**src/rtl/jpeg_pkg.sv**
```systemverilog
// Shared types and limits for the JPEG DHT table builder.
// Used by the table builder top and its canonical code generator.
package jpeg_pkg;

   localparam int NUM_CODE_LENGTHS = 16;
   localparam int MAX_DC_SYMS      = 12;
   localparam int MAX_AC_SYMS      = 162;

   typedef enum logic [2:0] {
      S_IDLE,
      S_HDR,
      S_COUNTS,
      S_SYMS,
      S_ADV,
      S_TBL_END,
      S_ERR
   } dht_state_t;

   typedef enum logic [1:0] {
      E_BAD_HDR  = 2'd0,
      E_TOO_MANY = 2'd1,
      E_OVERFLOW = 2'd2,
      E_TRUNC    = 2'd3
   } dht_err_t;

   typedef struct packed {
      logic        cls;
      logic [1:0]  id;
      logic [4:0]  len;
      logic [15:0] code;
      logic [7:0]  symbol;
      logic [7:0]  index;
   } dht_wr_t;

endpackage

```
**src/rtl/dht_code_gen.sv**
```systemverilog
// Canonical Huffman code/length counter with overflow detection.
// Code keeps one extra bit so code >= 2^len is visible.
module dht_code_gen
   import jpeg_pkg::*;
(
   input  logic        clk,
   input  logic        rst_n,
   input  logic        init_i,
   input  logic        inc_i,
   input  logic        next_len_i,
   output logic [15:0] code_o,
   output logic [4:0]  len_o,
   output logic        overflow_o
);

   logic [16:0] code_q, code_d, base;
   logic [4:0]  len_q, len_d;

   always_comb begin
      base   = inc_i ? code_q + 17'd1 : code_q;
      code_d = base;
      len_d  = len_q;
      if (init_i) begin
         code_d = '0;
         len_d  = 5'd1;
      end else if (next_len_i && len_q != 5'(NUM_CODE_LENGTHS)) begin
         code_d = {base[15:0], 1'b0};
         len_d  = len_q + 5'd1;
      end
   end

   always_ff @(posedge clk or negedge rst_n) begin
      if (!rst_n) begin
         code_q <= '0;
         len_q  <= '0;
      end else begin
         code_q <= code_d;
         len_q  <= len_d;
      end
   end

   assign code_o     = code_q[15:0];
   assign len_o      = len_q;
   assign overflow_o = (code_q >> len_q) != 17'd0;

endmodule

```
**src/rtl/dht_table_builder.sv**
```systemverilog
// Parses DHT segment payloads and emits one canonical Huffman code
// write per symbol toward the entropy decoder's table memory.
module dht_table_builder
   import jpeg_pkg::*;
#(
   parameter int BYTE_W   = 8,
   parameter int MAX_SYMS = 256
) (
   input  logic                        clk,
   input  logic                        rst_n,
   input  logic                        start,
   input  logic [15:0]                 seg_len,
   output logic                        busy,
   input  logic [BYTE_W-1:0]           in_data,
   input  logic                        in_valid,
   output logic                        in_ready,
   output logic                        wr_valid,
   input  logic                        wr_ready,
   output logic                        wr_class,
   output logic [1:0]                  wr_id,
   output logic [4:0]                  wr_len,
   output logic [15:0]                 wr_code,
   output logic [7:0]                  wr_symbol,
   output logic [$clog2(MAX_SYMS)-1:0] wr_index,
   output logic                        tbl_done,
   output logic [12:0]                 tbl_bits,
   output logic                        seg_done,
   output logic                        err,
   output logic [1:0]                  err_code
);

   localparam int IW = $clog2(MAX_SYMS);

   dht_state_t  state_q;
   logic [15:0] rem_bytes_q;
   logic        cls_q;
   logic [1:0]  id_q;
   logic [3:0]  cidx_q;
   logic [7:0]  count_q [NUM_CODE_LENGTHS];
   logic [11:0] nsyms_q, nsyms_d;
   logic [12:0] bits_q, bits_d;
   logic [IW-1:0] idx_q;
   logic [7:0]  rem_q;
   logic        wr_valid_q;
   dht_wr_t     wr_q;
   logic        busy_q, tbl_done_q, seg_done_q, err_q;
   logic [12:0] tbl_bits_q;
   dht_err_t    err_code_q, err_sel;

   logic        acc, slot_free, last_byte, too_many, bad_hdr, cnt_last;
   logic        adv_hit, last_sym, last_of_len, sym_ok, err_det;
   logic [4:0]  len_cnt;
   logic [3:0]  lidx;
   logic        gen_init, gen_inc, gen_next_len, gen_ovf;
   logic [15:0] gen_code;
   logic [4:0]  gen_len;

   dht_code_gen u_gen (
      .clk        (clk),
      .rst_n      (rst_n),
      .init_i     (gen_init),
      .inc_i      (gen_inc),
      .next_len_i (gen_next_len),
      .code_o     (gen_code),
      .len_o      (gen_len),
      .overflow_o (gen_ovf)
   );

   always_comb begin
      slot_free = !wr_valid_q || wr_ready;
      in_ready  = 1'b0;
      unique case (state_q)
         S_HDR, S_COUNTS: in_ready = rem_bytes_q != '0;
         S_SYMS: in_ready = rem_bytes_q != '0 && rem_q != '0 && slot_free;
         default: in_ready = 1'b0;
      endcase
   end

   assign acc         = in_valid && in_ready;
   assign last_byte   = rem_bytes_q == 16'd1;
   assign len_cnt     = {1'b0, cidx_q} + 5'd1;
   assign nsyms_d     = nsyms_q + 12'(in_data);
   assign bits_d      = bits_q + 13'(len_cnt) * 13'(in_data);
   assign too_many    = cls_q ? nsyms_d > 12'(MAX_AC_SYMS)
                              : nsyms_d > 12'(MAX_DC_SYMS);
   assign bad_hdr     = in_data[7:4] > 4'd1 || in_data[3:0] > 4'd3;
   assign cnt_last    = cidx_q == 4'(NUM_CODE_LENGTHS - 1);
   assign lidx        = 4'(gen_len - 5'd1);
   assign adv_hit     = count_q[lidx] != '0 ||
                        gen_len == 5'(NUM_CODE_LENGTHS);
   assign last_sym    = 12'(idx_q) + 12'd1 == nsyms_q;
   assign last_of_len = rem_q == 8'd1;
   assign sym_ok      = state_q == S_SYMS && acc && !gen_ovf;

   assign gen_init     = state_q == S_COUNTS && acc && cnt_last;
   assign gen_inc      = sym_ok;
   assign gen_next_len = (state_q == S_ADV && !adv_hit) ||
                         (sym_ok && last_of_len && !last_sym);

   // A byte that empties the segment is only fatal if the table is unfinished.
   always_comb begin
      err_det = 1'b0;
      err_sel = E_BAD_HDR;
      if (acc) begin
         unique case (state_q)
            S_HDR: begin
               if (bad_hdr) begin
                  err_det = 1'b1;
                  err_sel = E_BAD_HDR;
               end else if (last_byte) begin
                  err_det = 1'b1;
                  err_sel = E_TRUNC;
               end
            end
            S_COUNTS: begin
               if (cnt_last && too_many) begin
                  err_det = 1'b1;
                  err_sel = E_TOO_MANY;
               end else if (last_byte && !(cnt_last && nsyms_d == '0)) begin
                  err_det = 1'b1;
                  err_sel = E_TRUNC;
               end
            end
            S_SYMS: begin
               if (gen_ovf) begin
                  err_det = 1'b1;
                  err_sel = E_OVERFLOW;
               end else if (last_byte && !last_sym) begin
                  err_det = 1'b1;
                  err_sel = E_TRUNC;
               end
            end
            default: err_det = 1'b0;
         endcase
      end
   end

   always_ff @(posedge clk or negedge rst_n) begin
      if (!rst_n) begin
         state_q     <= S_IDLE;
         rem_bytes_q <= '0;
         cls_q       <= 1'b0;
         id_q        <= '0;
         cidx_q      <= '0;
         nsyms_q     <= '0;
         bits_q      <= '0;
         idx_q       <= '0;
         rem_q       <= '0;
         for (int i = 0; i < NUM_CODE_LENGTHS; i++) count_q[i] <= '0;
         wr_valid_q  <= 1'b0;
         wr_q        <= '0;
         busy_q      <= 1'b0;
         tbl_done_q  <= 1'b0;
         tbl_bits_q  <= '0;
         seg_done_q  <= 1'b0;
         err_q       <= 1'b0;
         err_code_q  <= E_BAD_HDR;
      end else begin
         tbl_done_q <= 1'b0;
         seg_done_q <= 1'b0;
         err_q      <= 1'b0;
         if (acc) rem_bytes_q <= rem_bytes_q - 16'd1;
         if (wr_valid_q && wr_ready) wr_valid_q <= 1'b0;
         if (sym_ok) begin
            wr_valid_q <= 1'b1;
            wr_q <= '{cls: cls_q, id: id_q, len: gen_len, code: gen_code,
                      symbol: 8'(in_data), index: 8'(idx_q)};
            idx_q <= idx_q + 1'b1;
            rem_q <= rem_q - 8'd1;
         end
         if (err_det) begin
            state_q    <= S_ERR;
            err_q      <= 1'b1;
            err_code_q <= err_sel;
            busy_q     <= 1'b0;
         end else begin
            unique case (state_q)
               S_IDLE: begin
                  if (start) begin
                     if (seg_len == '0) begin
                        seg_done_q <= 1'b1;
                     end else begin
                        rem_bytes_q <= seg_len;
                        busy_q      <= 1'b1;
                        state_q     <= S_HDR;
                     end
                  end
               end
               S_HDR: begin
                  if (acc) begin
                     cls_q   <= in_data[4];
                     id_q    <= in_data[1:0];
                     cidx_q  <= '0;
                     nsyms_q <= '0;
                     bits_q  <= '0;
                     idx_q   <= '0;
                     state_q <= S_COUNTS;
                  end
               end
               S_COUNTS: begin
                  if (acc) begin
                     count_q[cidx_q] <= 8'(in_data);
                     nsyms_q <= nsyms_d;
                     bits_q  <= bits_d;
                     cidx_q  <= cidx_q + 4'd1;
                     if (cnt_last)
                        state_q <= (nsyms_d == '0) ? S_TBL_END : S_ADV;
                  end
               end
               S_ADV: begin
                  if (adv_hit) begin
                     rem_q   <= count_q[lidx];
                     state_q <= S_SYMS;
                  end
               end
               S_SYMS: begin
                  if (acc) begin
                     if (last_sym) state_q <= S_TBL_END;
                     else if (last_of_len) state_q <= S_ADV;
                  end
               end
               S_TBL_END: begin
                  if (!wr_valid_q) begin
                     tbl_done_q <= 1'b1;
                     tbl_bits_q <= bits_q;
                     if (rem_bytes_q == '0) begin
                        seg_done_q <= 1'b1;
                        busy_q     <= 1'b0;
                        state_q    <= S_IDLE;
                     end else begin
                        state_q <= S_HDR;
                     end
                  end
               end
               S_ERR: state_q <= S_IDLE;
               default: state_q <= S_IDLE;
            endcase
         end
      end
   end

   assign busy      = busy_q;
   assign wr_valid  = wr_valid_q;
   assign wr_class  = wr_q.cls;
   assign wr_id     = wr_q.id;
   assign wr_len    = wr_q.len;
   assign wr_code   = wr_q.code;
   assign wr_symbol = wr_q.symbol;
   assign wr_index  = wr_q.index[IW-1:0];
   assign tbl_done  = tbl_done_q;
   assign tbl_bits  = tbl_bits_q;
   assign seg_done  = seg_done_q;
   assign err       = err_q;
   assign err_code  = err_code_q;

endmodule

```
**config.mk**
```make
export PLATFORM = sky130hd
export DESIGN_NAME = dht_table_builder
export DESIGN_NICKNAME = d
export VERILOG_FILES = /design/src/rtl/jpeg_pkg.sv /design/src/rtl/dht_code_gen.sv /design/src/rtl/dht_table_builder.sv
export SDC_FILE = /design/constraint.sdc
export NUM_CORES = 1
export LEC_CHECK = 0
export CAP_MARGIN = 10
export CORE_UTILIZATION = 65
export CTS_CLUSTER_DIAMETER = 80
export DETAILED_ROUTE_END_ITERATION = 8
export PLACE_DENSITY = 0.87
export SLEW_MARGIN = 20
export SYNTH_ARGS = -nofsm -noshare
export SYNTH_HDL_FRONTEND = slang
export SYNTH_SLANG_ARGS = --single-unit
```
**constraint.sdc**
```tcl
create_clock -name clk -period 7.5 [get_ports clk]
set_input_delay 0.75 -clock clk [delete_from_list [all_inputs] [get_ports clk]]
set_output_delay 0.75 -clock clk [all_outputs]
set_load 0.005 [all_outputs]
```
Yosys cells after proc, flatten, opt, wreduce, memory -nomap -nowiden
Cells that the tools add are included.
{"block": "op_classes", "n_lt_le_gt_ge": 7, "n_reduce_logical": 46, "bitwise_logic": 4, "mux": 83, "div": 0, "n_mul": 1, "shift": 1, "add_sub_neg": 11, "eq_ne": 23}
{"operator": "$bwmux W128", "n": 1}
{"operator": "$mux W8", "n": 11}
{"operator": "$mux W16", "n": 5}
{"operator": "$mux W17", "n": 3}
{"operator": "$mux W3", "n": 11}
{"operator": "$bmux W8 S4", "n": 1}
{"operator": "$demux W8 S4", "n": 1}
{"operator": "$logic_not A16 Y1", "n": 2}
{"operator": "$ne A3 B3 Y1 const B", "n": 9}
{"operator": "$mux W1", "n": 26}
{"operator": "$mux W13", "n": 2}
{"operator": "$pmux W13 S2", "n": 1}
{"operator": "$mux W12", "n": 2}
{"operator": "$pmux W12 S2", "n": 1}
{"operator": "$pmux W3 S6", "n": 1}
{"operator": "$add A17 B1 Y17 const B", "n": 1}
{"operator": "$logic_and A1 B1 Y1", "n": 17}
{"operator": "$reduce_bool A17 Y1", "n": 1}
{"operator": "$shr A17 B5 Y17", "n": 1}
{"operator": "$eq A16 B1 Y1 const B", "n": 1}
{"operator": "$reduce_bool A16 Y1", "n": 1}
{"operator": "$reduce_bool A8 Y1", "n": 2}
{"operator": "$sub A16 B1 Y16 const B", "n": 1}
{"operator": "$mux W2", "n": 7}
{"operator": "45 further kinds", "n": 67}
{"block": "word_totals", "rom_bits": 0, "mem_count": 0, "register_bits": 277, "ram_bits": 0, "latchBits": 0, "output_inout_bits": 61}

Logic depth before layout (Yosys ltp)
Gate-level depths: netlist (run 1).
{"block": "depth", "word_depth": 13, "depth_mapped": 19}

By module
From an unflattened synthesis (run 1), not the netlist that was laid out.
{"block": "unflattened", "cells_unflattened": 1488, "hier_area_um2": 15866.5}
{"mod": "dht_table_builder", "area_each_um2": 14097.3, "n_inst": 1, "cells_per_inst": 1289, "seq_area_each_um2": 6381.1}
{"mod": "dht_code_gen", "area_each_um2": 1769.2, "n_inst": 1, "cells_per_inst": 199, "seq_area_each_um2": 550.5}

Worst setup path after synthesis (run 1)
No wires, ideal clock.
{"block": "synth_path", "path_type": "flip-flop to flip-flop", "startpoint": "register cidx_q[1]", "endpoint": "register bits_q[11]", "required_time_ns": 7.379, "setup_time_ns": 0.121, "synth_period_minus_slack_ns": 4.563, "slack_ns": 2.937, "t_arrival_ns": 4.442, "n_path_buf": 2, "stages_incl_launch_ff": 19, "path_cell_list": "dfrtp_1 ha_1 clkbuf_1 and3_1 clkbuf_1 nand2_1 fa_1 fa_1 fa_1 inv_1 ha_1 a21oi_1 o21bai_1 a21oi_1 o21ai_0 a21o_1 a21oi_1 xnor2_1 a22o_1"}
{"block": "synth_between", "elab_chain_cells": 10}
{"element": "start: declaration", "line_no": "dht_table_builder.sv:38", "rtl": "logic [3:0] cidx_q;"}
{"element": "start signal: assignment", "line_no": "dht_table_builder.sv:205", "rtl": "cidx_q <= cidx_q + 4'd1;"}
{"element": "parallel branches: the longest is 10 deep, another holds $mul A5 B8 Y13"}
{"element": "end signal: assignment", "line_no": "dht_table_builder.sv:204", "rtl": "bits_q <= bits_d;"}
{"element": "end: declaration", "line_no": "dht_table_builder.sv:41", "rtl": "logic [12:0] bits_q, bits_d;"}
Parallel ways; which one is timed is not known. The select of a mux whose other input is x is not followed.
A chain may end at the register's enable or synchronous reset.

Worst setup path after layout (run 1)
{"block": "layout_path", "startpoint": "input port in_data[0]", "endpoint": "register count_q[15] (netlist name)"}
{"block": "layout_between", "elab_chain_cells": 11}
{"element": "start: declaration", "line_no": "dht_table_builder.sv:14", "rtl": "input logic [BYTE_W-1:0] in_data,"}
{"element": "parallel branches: the longest is 7 deep, another holds $add A12 B8 Y12"}
{"element": "$pmux W1 S3 *", "line_no": "dht_table_builder.sv:105", "rtl": "unique case (state_q)"}
{"element": "$mux W1 *", "line_no": "dht_table_builder.sv:104", "rtl": "if (acc) begin"}
{"element": "$not A1 Y1 (no line) *"}
{"element": "$reduce_and A3 Y1 (no line) *"}
{"element": "end signal: indexed assignment", "line_no": "dht_table_builder.sv:202", "rtl": "count_q[cidx_q] <= 8'(in_data);"}
{"element": "end: declaration", "line_no": "dht_table_builder.sv:39", "rtl": "logic [7:0] count_q [NUM_CODE_LENGTHS];"}
Mark *: on every way between the ends.

==> impl_metrics.toml, run 1 <==
[sta]
final_min_period_over_clock_period = 0.747
max_slew.worst_pin.slew_ps = 1020
max_slew_margin = 0.321
period_minus_slack_ps = 5610
fmax_mhz = 178
finalHoldViolCount = 0
finalHoldWorstSlack_ps = 229
report.final.setup_viol = 0
finClkSkew_ps = 11.7
setup_tns_ps = 0
finalMaxSlewViolations = 0
unrepaired_setup_endpoints_after_global_routing = "no"

[setup_path]
critical_path.top_delay_family = "buffers and inverters"
ff2ff_path_depth = 16
setup.worst_path.start_class = "input port"
cp_common_cell = "sky130_fd_sc_hd__nand2b_1"
crit_path_end_kind = "flip-flop"
critical_path.max_fanout = 24
cp_slowest_stage_delay_ps = 1120
critical_path.reg2reg.startpoint = "cidx_q[0]"
cpMaxStageDelayCell = "sky130_fd_sc_hd__clkdlybuf4s50_1"
r2r_slack_ps = 2160
timing.rr.end = "bits_q[11]"
critical_path.cell_chain = "clkdlybuf4s50_1 > ha_1 > inv_1 > fa_1 > nand2b_1 > a211oi_1 > a31oi_1 > nand2b_1 > o21ai_0 > a31o_2 > nor2b_2 > buf_4 > nand4_1 > mux2_2"
critical_path_arrival_ps = 6030
worstSetupPathType = "input port to flip-flop"
critical_path_buf_inv_count = 3
critical_path_cell_count = 14
critPathRequiredTime_ps = 7930

[route]
drt-initial-drc-count = 822
drc = 0
routedWlPerCell_um = 20.1
dr_total_vias = 11400
finalWirelength_um = 36900
first_pass_iters = 5
avgViaCountPerCell = 6.24
drt.antenna.violating_nets = 0

[synth]
synth.yosys.seq_area_share = 0.443
yosysWarnings = 0
synthFlopType = "sky130_fd_sc_hd__dfrtp_1"
post_synth_main_area_contributors = "sky130_fd_sc_hd__dfrtp_1, sky130_fd_sc_hd__mux2_2, sky130_fd_sc_hd__nand2_1"
synth_cell_type_count = 73
post_synth_instance_area_sq_um = 15600
syn_avg_cell_area_sq_um = 10.9
async_reset_ff_frac = 1.00
yosysMostFrequentCell = "sky130_fd_sc_hd__dfrtp_1"
yosys_register_bits = 277
ys_top_cells_by_count = "sky130_fd_sc_hd__dfrtp_1, sky130_fd_sc_hd__nand2_1, sky130_fd_sc_hd__mux2_2, sky130_fd_sc_hd__nor2_1, sky130_fd_sc_hd__clkbuf_1"
synth.largest_area_cell = "sky130_fd_sc_hd__dfrtp_1"
syn-num-nets = 1540
synth-edff-count = 0
share_of_the_synthesized_area_in_the_top_cell_type = 0.443
synth_cells = 1439

[final_layout]
area.growth.synth_to_final_pct = 12.9
finish.utilization = 0.750
drive_gt1_frac = 0.184
num-nets-final = 1593
antenna-diode-count = 0

[clock_tree]
cts.sinks = 277
cts.repair.resized = 0
postCtsHoldBufs = 0
cts_root_buf = "sky130_fd_sc_hd__clkbuf_16"
postcts_setup_bufs = 0
clk_transition_reported_paths_ps = 60
tritoncts = "done"
htree_levels = 1
cts_inserted_buffers = 29
clock_path_buffers = 3
clkLatencyLatePin_ps = 550

[min_path]
worst_hold_path_type = "input port to async pin"

[grt]
globalRouteMet2Util = 0.518
maximum_number_of_pins_on_one_net_before_global_route_repair = 161
wire_length_of_the_first_global_routing_pass_um = 60300
grt_remaining_overflow = 0
grtUsageMet1 = 0.416
grt_pass1_vias = 11600
grt.met3_usage = 0.0487
antenna_violations_before_repair = 0
grt_use_total = 0.312
grt_busiest_layer = "met2"

[floorplan]
fp.dieW_um = 157
fp-row-count = 56
io_pins = 90
fp.dieH_um = 157
die_area_sq_um = 24700
initial_core_util = 0.664
fp.coreArea_sq_um = 23500

[status]
outcome = "completed"

[run]
max_cap_violations = 0

[power_and_ir_drop]
vdd_ir_drop_max_v = 0.000222
leakage_nw = 8.33
cellPowerDensity_nw_per_um2 = 357

[placement]
numPortBuffers = 89
gpl.final_weighted_congestion = 0.956
detailed_place_hpwl_um = 25200
power breakdown:
part           leakage, nW  switching (mW)  internal, mW  total, mW
clock network        0.465           0.606         0.826       1.43
logic                 4.18            1.42          1.24       2.66
registers             3.69           0.383          1.82       2.20
metal layers:
layer	part of all wire	vias to the layer above
met5	0	-
met4	0.035	0
met3	0.059	95
met2	0.48	392
met1	0.42	5759
li1	-	5184
cell type report:
type	instances	area (sq um)
Clock buffer	37	806
Inverter	54	203
Clock inverter	16	144
Fill cell	1532	5880
Timing Repair Buffer	105	1030
Multi-Input combinational cell	1025	8150
Tap cell	319	399
Sequential cell	277	6930
sequential cells by signal (all words and copies together), names as in the netlist, 2 cells and up:
register	count
wr_len	5
wr_code	16
bits_q	13
wr_index	8
wr_id	2
u_gen.len_o	5
count_q	128
err_code	2
nsyms_q	12
u_gen.code_q	17
rem_bytes_q	16
rem_q	8
cidx_q	4
state_q	3
wr_symbol	8
id_q	2
tbl_bits	13
idx_q	8
how the worst max path moves through the flow:
stage	startpoint	to	slack [ps]
after global placement	in_data[0]	count_q[16]	1750
after detailed placement	in_data[0]	count_q[22]	1480
after global routing	in_data[0]	count_q[8]	1640
after CTS	in_data[0]	count_q[15]	2030
final	in_data[0]	count_q[15]	1890
after floorplan	cidx_q[1]	bits_q[11]	2940
worst register-to-register path, cell delays in order (launching register included):
cell	delay, ps
sky130_fd_sc_hd__dfrtp_1	620
sky130_fd_sc_hd__ha_1	480
sky130_fd_sc_hd__and3_1	560
sky130_fd_sc_hd__nand2_1	160
sky130_fd_sc_hd__fa_1	550
sky130_fd_sc_hd__fa_1	530
sky130_fd_sc_hd__fa_1	550
sky130_fd_sc_hd__inv_1	40
sky130_fd_sc_hd__ha_1	320
sky130_fd_sc_hd__a21oi_1	220
sky130_fd_sc_hd__o21bai_1	100
sky130_fd_sc_hd__a21oi_1	260
sky130_fd_sc_hd__o21ai_0	190
sky130_fd_sc_hd__a21o_1	200
sky130_fd_sc_hd__a21oi_1	180
sky130_fd_sc_hd__xnor2_1	90
sky130_fd_sc_hd__a22o_1	180
stage by stage:
step / std cells / power (mW) / instance area (sq um) / worst slack (ps)
floorplan: 1439 / 4.06 / 15600 / 2940
global placement: 1780 / 4.71 / 16700 / 1750
detailed placement: 1780 / 4.83 / 16700 / 1480
CTS: 1833 / 6.29 / 17700 / 2030
global route: 1833 / 6.70 / 17700 / 1640
finish: 1833 / 6.30 / 17700 / 1890
cells by family after synthesis:
family,count (synthesis),synth area share
xor gates and xnor gates,80,0.0448
muxes,224,0.179
and+or+nand+nor,456,0.140
adders and majority gates,72,0.0720
DFF,277,0.443
AOI/OAI and AO/OA,193,0.0839
buffers and inverters,137,0.0368
layout by cell type (no fill, tap or decap), types with 10 or more instances in the layout:
cell and instances:
sky130_fd_sc_hd__buf_4 15, sky130_fd_sc_hd__clkdlybuf4s50_1 88, sky130_fd_sc_hd__fa_1 30, sky130_fd_sc_hd__clkbuf_16 29, sky130_fd_sc_hd__nand3_1 32, sky130_fd_sc_hd__inv_1 52, sky130_fd_sc_hd__mux2i_1 39, sky130_fd_sc_hd__nor2_1 80
sky130_fd_sc_hd__nor3_1 28, sky130_fd_sc_hd__ha_1 42, sky130_fd_sc_hd__and2_1 23, sky130_fd_sc_hd__and3_1 17, sky130_fd_sc_hd__a22o_1 17, sky130_fd_sc_hd__nand2_1 182, sky130_fd_sc_hd__dfrtp_1 276, sky130_fd_sc_hd__mux2_2 155
sky130_fd_sc_hd__a21oi_1 54, sky130_fd_sc_hd__xor2_1 24, sky130_fd_sc_hd__xnor2_1 55, sky130_fd_sc_hd__o21ai_0 35, sky130_fd_sc_hd__a21o_1 10, sky130_fd_sc_hd__nand2b_1 12, sky130_fd_sc_hd__mux4_2 29, sky130_fd_sc_hd__nor2b_1 24
sky130_fd_sc_hd__o22ai_1 10, sky130_fd_sc_hd__nand4_1 11, sky130_fd_sc_hd__nor4_1 12
Power figures use the tool's default switching activity.
==> run 2, diff against run 1 <==
CORE_UTILIZATION = 55   (was 65)
PLACE_DENSITY = 0.78   (was 0.87)
clock period = 4.6 ns   (was 7.5 ns; I/O delays follow)
==> impl_metrics.toml, run 2 (same netlist as run 1, synthesis figures left out) <==
[setup_path]
setup.worst_path.start_class = "flip-flop"
critical_path_arrival_ps = 4750
critical_path.reg2reg.startpoint = "cidx_q[1]"
critPathRequiredTime_ps = 5030
critical_path.max_fanout = 5
r2r_slack_ps = 280
ff2ff_path_depth = 16
worstSetupPathType = "flip-flop to flip-flop"
crit_path_end_kind = "flip-flop"
timing.rr.end = "bits_q[11]"

[route]
routedWlPerCell_um = 19.0
drt.antenna.violating_nets = 0
avgViaCountPerCell = 5.84
drt-initial-drc-count = 788
finalWirelength_um = 37100
drc = 0
first_pass_iters = 5
dr_total_vias = 11400

[clock_tree]
clock_path_buffers = 3
htree_levels = 1
clk_transition_reported_paths_ps = 60
cts_root_buf = "sky130_fd_sc_hd__clkbuf_16"
postcts_setup_bufs = 0
cts_inserted_buffers = 30
cts.sinks = 277
tritoncts = "done"
clkLatencyLatePin_ps = 560

[power_and_ir_drop]
cellPowerDensity_nw_per_um2 = 576
fin_total_pwr_mw = 10.5
vdd_ir_drop_max_v = 0.000318
leakage_nw = 8.65

[grt]
wire_length_of_the_first_global_routing_pass_um = 60500
grt_busiest_layer = "met2"
grt_use_total = 0.265
globalRouteMet2Util = 0.438
grtUsageMet1 = 0.360
maximum_number_of_pins_on_one_net_before_global_route_repair = 96
antenna_violations_before_repair = 2
grt_pass1_vias = 11600
grt_remaining_overflow = 0
grt.met3_usage = 0.0382

[sta]
final_min_period_over_clock_period = 0.938
setup_tns_ps = 0
max_slew.worst_pin.slew_ps = 968
report.final.setup_viol = 0
finalMaxSlewViolations = 0
unrepaired_setup_endpoints_after_global_routing = "no"
period_minus_slack_ps = 4320
fmax_mhz = 232
finClkSkew_ps = 13.0
max_slew_margin = 0.353
finalHoldViolCount = 0

[final_layout]
num-nets-final = 1650
finish.cell_count_without_fillers = 1952
num-fill-cells = 2089
flip_flop_count_of_the_largest_register_all_copies_and_words_added = 128
area.growth.synth_to_final_pct = 17.0
register_area_sq_um = 6930
layout.cells.most_common_list = "sky130_fd_sc_hd__dfrtp_1, sky130_fd_sc_hd__nand2_1, sky130_fd_sc_hd__mux2_2, sky130_fd_sc_hd__clkdlybuf4s50_1, sky130_fd_sc_hd__nor2_1"
largest-register = "count_q"
finish.utilization = 0.657
multi_input_comb_area_sq_um = 8150
reg.largest.list = "count_q x128, u_gen.code_q x17"
layout.cells.most_common = "sky130_fd_sc_hd__dfrtp_1"
drive_gt1_frac = 0.211

[floorplan]
io_pins = 90
die_area_sq_um = 29100
fp.dieH_um = 171
fp.dieW_um = 171
fp.coreArea_sq_um = 27900
initial_core_util = 0.561
fp-row-count = 61

[placement]
numPortBuffers = 89
detailed_place_hpwl_um = 26400
gpl.final_weighted_congestion = 0.926
post-place-cells = 1894

[min_path]
worst_hold_path_type = "input port to async pin"

[run]
max_cap_violations = 0

[status]
outcome = "completed"
[run 2: cell count changes in the layout (fill, tap and decap cells not counted), moves of 2 or more]
cell and delta:
sky130_fd_sc_hd__buf_4 +51, sky130_fd_sc_hd__clkbuf_8 +6, sky130_fd_sc_hd__clkinv_2 -6, sky130_fd_sc_hd__clkbuf_1 +5, sky130_fd_sc_hd__buf_12 +4, sky130_fd_sc_hd__clkinvlp_4 -4
sky130_fd_sc_hd__clkbuf_16 +2, sky130_fd_sc_hd__diode_2 +2
[run 2: where the power goes]
part / total [mW] / internal [mW] / switching [mW]
combinational: 4.54 / 2.17 / 2.37
sequential: 3.54 / 2.97 / 0.573
clock: 2.46 / 1.51 / 0.948
total: 10.5 / 6.65 / 3.89
[run 2: how the worst max path moves through the flow]
| stage | slack [ps] | depth (start not counted) | from | end |
|---|---|---|---|---|
| after floorplan | 40 | 18 | cidx_q[1] | bits_q[11] |
| after global placement | -9 | 17 | in_data[3] | bits_q[11] |
| after detailed placement | -90 | 17 | in_data[3] | bits_q[11] |
| after CTS | 160 | 18 | cidx_q[0] | bits_q[11] |
| after global routing | 2 | 18 | cidx_q[0] | bits_q[11] |
| final | 280 | 16 | cidx_q[1] | bits_q[11] |
[run 2: layout make-up]
cell class                 instances  share of cell area
clock inverter                     5             0.00410
tap                              378              0.0258
multi-input combinational       1025               0.445
inverter                          54              0.0111
sequential                       277               0.379
clock buffer                      50              0.0523
timing repair buffer             161              0.0821
antenna                            2            0.000274
[run 2: repair_timing]
item | CTS | global route
endpoints found under the setup margin | 0 | 2
hold endpoints to repair | 85 | 0
hold buffers | 1 | 0
gates resized for setup | 0 | 4
[run 2: through the flow]
step	hold WS [ps]	worst slack [ps]	cell area (sq um)
3_5_place_dp	462	-86.1	17200
4_1_cts	478	164	18300
5_1_grt	496	2.37	18300
6_report	469	284	18300
2_1_floorplan	164	37.4	15600
3_3_place_gp	458	-9.44	17200
[run 2: critical path: stages (launching register included)]
cell	delay, ps
sky130_fd_sc_hd__dfrtp_1	410
sky130_fd_sc_hd__ha_1	260
sky130_fd_sc_hd__and3_1	220
sky130_fd_sc_hd__nand2_1	90
sky130_fd_sc_hd__fa_1	520
sky130_fd_sc_hd__fa_1	530
sky130_fd_sc_hd__fa_1	550
sky130_fd_sc_hd__inv_1	60
sky130_fd_sc_hd__ha_1	340
sky130_fd_sc_hd__a21oi_1	200
sky130_fd_sc_hd__o21bai_1	110
sky130_fd_sc_hd__a21oi_2	190
sky130_fd_sc_hd__o21ai_1	120
sky130_fd_sc_hd__a21o_1	190
sky130_fd_sc_hd__a21oi_1	170
sky130_fd_sc_hd__xnor2_1	80
sky130_fd_sc_hd__a22o_1	180
[run 2: layer usage]
metal | vias to the layer above | part of all wire
li1 | 5308 | -
met1 | 5706 | 0.44
met2 | 314 | 0.47
met3 | 79 | 0.051
met4 | 2 | 0.032
met5 | - | 0.00022
==> run 3, diff against run 2 <==
ABC_AREA = 0   (was unset)
==> results of run 3 <==
The final DEF is identical to that of run 2; final timing and power are the same.
